--- config.mk ---
export PLATFORM = sky130hd
export DESIGN_NAME = sik_mem_arbiter_flat
export DESIGN_NICKNAME = d
export VERILOG_FILES = /design/src/rtl/sik_mem_arbiter_pkg.sv /design/src/rtl/sik_mem_arbiter_if.sv /design/src/rtl/sik_mem_arbiter_rr_pick.sv /design/src/rtl/sik_mem_arbiter.sv /design/src/flat_wrapper.sv
export SDC_FILE = /design/constraint.sdc
export NUM_CORES = 1
export LEC_CHECK = 0
export CORE_MARGIN = 2
export CORE_UTILIZATION = 32
export CTS_BUF_LIST = sky130_fd_sc_hd__clkbuf_8
export DETAILED_ROUTE_END_ITERATION = 6
export PLACE_DENSITY = 0.78
export SYNTH_ARGS = -nofsm -noshare
export SYNTH_HDL_FRONTEND = slang
export SYNTH_SLANG_ARGS = --single-unit
--- constraint.sdc ---
create_clock -name clk -period 1.9 [get_ports clk]
set_input_delay 0.38 -clock clk [delete_from_list [all_inputs] [get_ports clk]]
set_output_delay 0.38 -clock clk [all_outputs]
set_load 0.05 [all_outputs]
--- src/rtl/sik_mem_arbiter_pkg.sv ---
// Shared types and constants for the SIK single-port memory arbiter.
package sik_mem_arbiter_pkg;

  localparam int unsigned WORD = 16;
  localparam int unsigned NREQ = 4;

  localparam int unsigned RQ_F0 = 0;
  localparam int unsigned RQ_F1 = 1;
  localparam int unsigned RQ_D0 = 2;
  localparam int unsigned RQ_D1 = 3;

  typedef enum logic [1:0] {
    ARB_IDLE  = 2'd0,
    ARB_ISSUE = 2'd1,
    ARB_WAIT  = 2'd2,
    ARB_RESP  = 2'd3
  } arb_state_e;

endpackage

--- src/rtl/sik_mem_arbiter_if.sv ---
// Requester and memory-port bundle between the SIK core stages, the arbiter and the memory.
interface sik_mem_arbiter_if #(
  parameter int unsigned AW = 16,
  parameter int unsigned DW = 16
) ();

  logic [3:0]      req;
  logic [3:0]      req_we;
  logic [4*AW-1:0] req_addr;
  logic [4*DW-1:0] req_wdata;
  logic [3:0]      gnt;
  logic [3:0]      rsp_valid;
  logic [DW-1:0]   rsp_data;
  logic            mem_en;
  logic            mem_we;
  logic [AW-1:0]   mem_addr;
  logic [DW-1:0]   mem_wdata;
  logic [DW-1:0]   mem_rdata;
  logic            busy;

  modport slave (
    input  req, req_we, req_addr, req_wdata, mem_rdata,
    output gnt, rsp_valid, rsp_data, mem_en, mem_we, mem_addr, mem_wdata, busy
  );

  modport master (
    output req, req_we, req_addr, req_wdata, mem_rdata,
    input  gnt, rsp_valid, rsp_data, mem_en, mem_we, mem_addr, mem_wdata, busy
  );

endinterface

--- src/rtl/sik_mem_arbiter_rr_pick.sv ---
// Winner selection: data class beats fetch class, round-robin between threads inside a class.
module sik_rr_pick
  import sik_mem_arbiter_pkg::*;
(
  input  logic [NREQ-1:0] i_req,
  input  logic            i_last_thread,
  output logic [NREQ-1:0] o_win_c,
  output logic            o_thread_c
);

  logic       w_data;
  logic [1:0] w_cls;

  always_comb begin
    w_data     = i_req[RQ_D0] | i_req[RQ_D1];
    w_cls      = w_data ? i_req[RQ_D1:RQ_D0] : i_req[RQ_F1:RQ_F0];
    o_thread_c = (w_cls == 2'b11) ? ~i_last_thread : w_cls[1];
    o_win_c    = '0;
    // Requester index is {class, thread}: F0=0, F1=1, D0=2, D1=3.
    if (|w_cls) o_win_c[{w_data, o_thread_c}] = 1'b1;
  end

endmodule

--- src/rtl/sik_mem_arbiter.sv ---
// Serialises four requesters (fetch/data x two threads) onto one fixed-latency memory port.
module sik_mem_arbiter
  import sik_mem_arbiter_pkg::*;
#(
  parameter int unsigned AW  = WORD,
  parameter int unsigned DW  = WORD,
  parameter int unsigned LAT = 1
) (
  input  logic               clk,
  input  logic               reset,
  sik_mem_arbiter_if.slave   bus
);

  localparam int unsigned CNT_W    = 2;
  localparam int unsigned CNT_INIT = (LAT > 1) ? LAT - 2 : 0;

  arb_state_e       r_state;
  logic [CNT_W-1:0] r_cnt;
  logic             r_last_thread;
  logic [NREQ-1:0]  r_win;
  logic [NREQ-1:0]  r_gnt;
  logic [NREQ-1:0]  r_rsp_valid;
  logic             r_mem_en;
  logic             r_mem_we;
  logic [AW-1:0]    r_mem_addr;
  logic [DW-1:0]    r_mem_wdata;

  logic [NREQ-1:0]  w_win;
  logic             w_thread;
  logic [AW-1:0]    w_addr;
  logic [DW-1:0]    w_wdata;
  logic             w_we;

  sik_rr_pick u_pick (
    .i_req         (bus.req),
    .i_last_thread (r_last_thread),
    .o_win_c       (w_win),
    .o_thread_c    (w_thread)
  );

  // Select the winner's payload; fetch requesters can never write.
  always_comb begin
    w_addr  = '0;
    w_wdata = '0;
    w_we    = 1'b0;
    for (int unsigned i = 0; i < NREQ; i++) begin
      if (w_win[i]) begin
        w_addr  = bus.req_addr[i*AW +: AW];
        w_wdata = bus.req_wdata[i*DW +: DW];
        w_we    = bus.req_we[i] & (i >= RQ_D0);
      end
    end
  end

  // Strobes default low each cycle; address/data hold their captured values.
  always_ff @(posedge clk or negedge reset) begin
    if (!reset) begin
      r_state       <= ARB_IDLE;
      r_cnt         <= '0;
      r_last_thread <= 1'b1;
      r_win         <= '0;
      r_gnt         <= '0;
      r_rsp_valid   <= '0;
      r_mem_en      <= 1'b0;
      r_mem_we      <= 1'b0;
      r_mem_addr    <= '0;
      r_mem_wdata   <= '0;
    end else begin
      r_gnt       <= '0;
      r_rsp_valid <= '0;
      r_mem_en    <= 1'b0;
      r_mem_we    <= 1'b0;
      case (r_state)
        ARB_IDLE: begin
          if (|bus.req) begin
            r_state       <= ARB_ISSUE;
            r_win         <= w_win;
            r_gnt         <= w_win;
            r_last_thread <= w_thread;
            r_mem_en      <= 1'b1;
            r_mem_we      <= w_we;
            r_mem_addr    <= w_addr;
            r_mem_wdata   <= w_wdata;
          end
        end
        ARB_ISSUE: begin
          if (LAT <= 1) begin
            r_state     <= ARB_RESP;
            r_rsp_valid <= r_win;
          end else begin
            r_state <= ARB_WAIT;
            r_cnt   <= CNT_W'(CNT_INIT);
          end
        end
        ARB_WAIT: begin
          if (r_cnt == '0) begin
            r_state     <= ARB_RESP;
            r_rsp_valid <= r_win;
          end else begin
            r_cnt <= r_cnt - CNT_W'(1);
          end
        end
        ARB_RESP: r_state <= ARB_IDLE;
        default:  r_state <= ARB_IDLE;
      endcase
    end
  end

  assign bus.gnt       = r_gnt;
  assign bus.rsp_valid = r_rsp_valid;
  assign bus.rsp_data  = (|r_rsp_valid) ? bus.mem_rdata : '0;
  assign bus.mem_en    = r_mem_en;
  assign bus.mem_we    = r_mem_we;
  assign bus.mem_addr  = r_mem_addr;
  assign bus.mem_wdata = r_mem_wdata;
  assign bus.busy      = (r_state != ARB_IDLE);

endmodule

--- src/flat_wrapper.sv ---
// flat-port wrapper written by rule: the top's interface ports become plain ports
module sik_mem_arbiter_flat import sik_mem_arbiter_pkg::*;
#(
  parameter int unsigned AW  = WORD,
  parameter int unsigned DW  = WORD,
  parameter int unsigned LAT = 1
)
  (clk, reset, bus_req, bus_req_we, bus_req_addr, bus_req_wdata, bus_mem_rdata, bus_gnt, bus_rsp_valid, bus_rsp_data, bus_mem_en, bus_mem_we, bus_mem_addr, bus_mem_wdata, bus_busy);
  sik_mem_arbiter_if #(.AW(AW), .DW(DW)) bus_i ();
  input  logic clk;
  input  logic reset;
  input wire logic [$bits(bus_i.req)-1:0] bus_req;
  input wire logic [$bits(bus_i.req_we)-1:0] bus_req_we;
  input wire logic [$bits(bus_i.req_addr)-1:0] bus_req_addr;
  input wire logic [$bits(bus_i.req_wdata)-1:0] bus_req_wdata;
  input wire logic [$bits(bus_i.mem_rdata)-1:0] bus_mem_rdata;
  output wire logic [$bits(bus_i.gnt)-1:0] bus_gnt;
  output wire logic [$bits(bus_i.rsp_valid)-1:0] bus_rsp_valid;
  output wire logic [$bits(bus_i.rsp_data)-1:0] bus_rsp_data;
  output wire logic [$bits(bus_i.mem_en)-1:0] bus_mem_en;
  output wire logic [$bits(bus_i.mem_we)-1:0] bus_mem_we;
  output wire logic [$bits(bus_i.mem_addr)-1:0] bus_mem_addr;
  output wire logic [$bits(bus_i.mem_wdata)-1:0] bus_mem_wdata;
  output wire logic [$bits(bus_i.busy)-1:0] bus_busy;
  assign bus_i.req = bus_req;
  assign bus_i.req_we = bus_req_we;
  assign bus_i.req_addr = bus_req_addr;
  assign bus_i.req_wdata = bus_req_wdata;
  assign bus_i.mem_rdata = bus_mem_rdata;
  assign bus_gnt = bus_i.gnt;
  assign bus_rsp_valid = bus_i.rsp_valid;
  assign bus_rsp_data = bus_i.rsp_data;
  assign bus_mem_en = bus_i.mem_en;
  assign bus_mem_we = bus_i.mem_we;
  assign bus_mem_addr = bus_i.mem_addr;
  assign bus_mem_wdata = bus_i.mem_wdata;
  assign bus_busy = bus_i.busy;
  sik_mem_arbiter #(.AW(AW), .DW(DW), .LAT(LAT)) u_core (.clk(clk), .reset(reset), .bus(bus_i));
endmodule
==> flow_metrics.env <==
export IMPL_slowest_stage="dfrtp_2"
export IMPL_start_util_pct=33.4
export IMPL_dieArea_um2=9980
export IMPL_tightestPinTransition_ps=526
export IMPL_syn2layout_area_growth_pct=86.3
export IMPL_status="finished, violations left"
export IMPL_p_total_mw=8.09
export IMPL_syn_num_nets=506
export IMPL_start_kind="flop"
export IMPL_io_pins=213
export IMPL_nets=725
export IMPL_num_antenna_cells=0
export IMPL_drtIter0Drc=107
export IMPL_peakVddDrop_uv=672
export IMPL_gp_congestion=0.863
export IMPL_yosysSeqAreaShare_pct=43.4
export IMPL_synth_area_leaders="dfrtp_1, nand2_1, a221oi_1, o21ai_0, a221oi_2"
export IMPL_synthDistinctLibCells=34
export IMPL_fin_tns_setup_ps=-49.4
export IMPL_cp_required_ps=1520
export IMPL_min_path_type="in2async"
export IMPL_routed_wl_um=10800
export IMPL_clkSlewWorstSetupHoldPaths_ps=100
export IMPL_clock_sinks=51
export IMPL_timing_fmax_mhz=519
export IMPL_path_buf_inv=2
export IMPL_synth_top_area_cell="dfrtp_1"
export IMPL_slew_headroom_pct=64.9
export IMPL_gr_total_overflow=0
export IMPL_numCtsBuffers=5
export IMPL_combPwrFrac_pct=66.5
export IMPL_grt_use_total_pct=21.1
export IMPL_cp_end_kind="output port"
export IMPL_cpPeakStageDelay_ps=430
export IMPL_worstPathMaxFanout=5
export IMPL_drv_cap=0
export IMPL_final_setup_worst_slack_ps=-26.7
export IMPL_synth_cells=347
export IMPL_setup_viol=4
export IMPL_hold_viol=0
export IMPL_seqPwrFrac_pct=22.5
export IMPL_htree_levels=2
export IMPL_die_height_um=99.9
export IMPL_final_cell_mix="clkdlybuf4s50_1, nand2_1, dfrtp_1"
export IMPL_final_cells=675
export IMPL_ant_nets=0
export IMPL_crit_chain="nor4_4, buf_4, and2b_2, buf_6"
export IMPL_cts_buffer_depth=2
export IMPL_postSynthAreaPerCell_um2=8.48
export IMPL_power_leakage_nw=2.52
export IMPL_finClkSkew_ps=10.5
export IMPL_clkLatencyLatePin_ps=300
export IMPL_crit_family="simple AND/OR/NAND/NOR gates"
export IMPL_power_density_nw_per_um2=1480
export IMPL_min_period_over_period_pct=101
export IMPL_cts_tree="yes"
export IMPL_arrival_ps=1550
export IMPL_maxSlewViolCount=0
export IMPL_drive_above_1_share_pct=17.3
export IMPL_port_buffers=210
export IMPL_grt_pass1_vias=3560
export IMPL_power_share_clock_pct=11.0
export IMPL_violations="setup timing"
export IMPL_whs_ps=51.4
export IMPL_p_switching_mw=4.01
export IMPL_fp_row_count=34
export IMPL_dp_hpwl_um=8340
export IMPL_drtPass1Iterations=4
export IMPL_via_count=3421
export IMPL_fin_crit_ps=1930
export IMPL_die_width_um=99.9
export IMPL_cts_root_buf="clkbuf_8"
export IMPL_syn_area_um2=2940
export IMPL_via_per_inst=5.07
export IMPL_ys_warnings_count=0
export IMPL_swShare_pct=49.5
export IMPL_wl_per_cell_um=15.9
export IMPL_power_internal_mw=4.08
export IMPL_grt_antenna_before_repair=0
export IMPL_yosysTopAreaCellShare_pct=42.5
export IMPL_drc=0
export IMPL_ys_seq_elements=51
export IMPL_grt_pass1_wl_um=16800
export IMPL_path_class="reg2out"
export IMPL_grt_max_degree=41
export IMPL_design_core_area_um2=8810
export IMPL_rsz0062_at_grt="yes"
export IMPL_place_inst=664
export IMPL_final_common_cell="clkdlybuf4s50_1"
[path summary, 6_finish.rpt]
check | startpoint | to | slack (ps) | cells after the start
min | reset | u_core.bus.mem_wdata[0]$_DFFE_PN0P_ | 50 | 2
max in group asynchronous | reset | u_core.bus.rsp_valid[0]$_DFF_PN0_ | 1490 | 2
min in group clk | u_core.r_win[3]$_DFFE_PN0P_ | u_core.bus.rsp_valid[3]$_DFF_PN0_ | 490 | 1
max reg2reg | u_core.r_last_thread$_DFFE_PN1P_ | u_core.bus.mem_addr[9]$_DFFE_PN0P_ | 140 | 5
max | u_core.bus.rsp_valid[1]$_DFF_PN0_ | bus_rsp_data[8] | -30 | 4
min reg2reg | u_core.r_win[3]$_DFFE_PN0P_ | u_core.bus.rsp_valid[3]$_DFF_PN0_ | 490 | 1
[power by group through the flow]
| stage | Combinational, mW | Clock, mW | Sequential (mW) |
|---|---|---|---|
| 6_report | 5.38 | 0.893 | 1.82 |
| 4_1_cts | 5.28 | 0.917 | 1.83 |
| 3_3_place_gp | 5.01 | 0 | 1.83 |
| 2_1_floorplan | 1.94 | 0 | 3.10 |
| 3_5_place_dp | 5.08 | 0 | 1.85 |
| 5_1_grt | 5.73 | 0.956 | 1.88 |
[Yosys cell counts (all sizes together)]
| master | number |
|---|---|
| o41a | 1 |
| dfstp | 1 |
| a221oi | 32 |
| a21bo | 1 |
| and2 | 4 |
| buf | 13 |
| xnor2 | 1 |
| dfrtp | 50 |
| and3 | 2 |
| and2b | 5 |
| ha | 5 |
| a211oi | 2 |
| a21o | 3 |
| or2 | 2 |
| o2bb2ai | 1 |
| nor2 | 6 |
| a22o | 1 |
| nor4 | 1 |
| nand2b | 1 |
| a21boi | 1 |
| nor2b | 13 |
| o21ai | 68 |
| inv | 7 |
| clkbuf | 15 |
| nor3 | 1 |
| a21oi | 5 |
| nand3 | 4 |
| nand2 | 101 |
[worst reg2reg max path, stage by stage, from the launching register on]
cell      delay (ps)
dfstp_2          620
nand2_1           90
and3_1           210
buf_4            220
a221oi_1         370
o21ai_1          120
[state kept, by name, summed over array words and instances, names as in the netlist]
signal and flops:
u_core.r_win 4, u_core.r_cnt 2, u_core.bus.mem_addr 16, u_core.bus.mem_we 1, u_core.r_last_thread 1, u_core.bus.rsp_valid 4
u_core.r_state 2, u_core.bus.mem_wdata 16, u_core.bus.gnt 4, u_core.bus.mem_en 1
[cell type report]
class | instances | area [µm²]
inverter | 7 | 26.3
sequential | 51 | 1280
fill | 736 | 3330
timing repair buffer | 240 | 2390
tap | 108 | 135
clock inverter | 3 | 67.6
multi-input combinational | 261 | 1520
clock buffer | 5 | 68.8
[metal layers]
metal / track usage (%) / part of all wire, % / up-vias
li1: - / - / 1646
met1: 22.5 / 37 / 1575
met4: 5.16 / 1.5 / 0
met3: 6.34 / 10 / 14
met5: 0 / 0 / -
met2: 40.5 / 51 / 186
[what timing repair did]
action                     4_1_cts  5_1_grt
setup endpoints to repair       13       51
hold buffers                     0        0
pin swaps                        1        1
buffers inserted                 3        0
gates resized for setup         12       20
[through the flow]
stage | worst slack (ps) | instance area, µm² | util, %
floorplan | -130 | 2960 | -
global placement | -234 | 5220 | 59.2
detailed placement | -248 | 5220 | 59.2
CTS | -21.1 | 5420 | 61.6
global route | -91.7 | 5480 | 62.2
finish | -26.7 | 5480 | 62.2
[cell families after synthesis]
kind of cell / after synthesis / share of synthesized area [%]
buffers and inverters: 35 / 6.17
AND/OR/NAND/NOR: 140 / 21.1
adder cells (fa/ha/maj): 5 / 2.13
AO/OA/AOI/OAI: 115 / 26.9
flip-flops: 51 / 43.4
XOR/XNOR: 1 / 0.298
(Power assumes the default switching activity.)
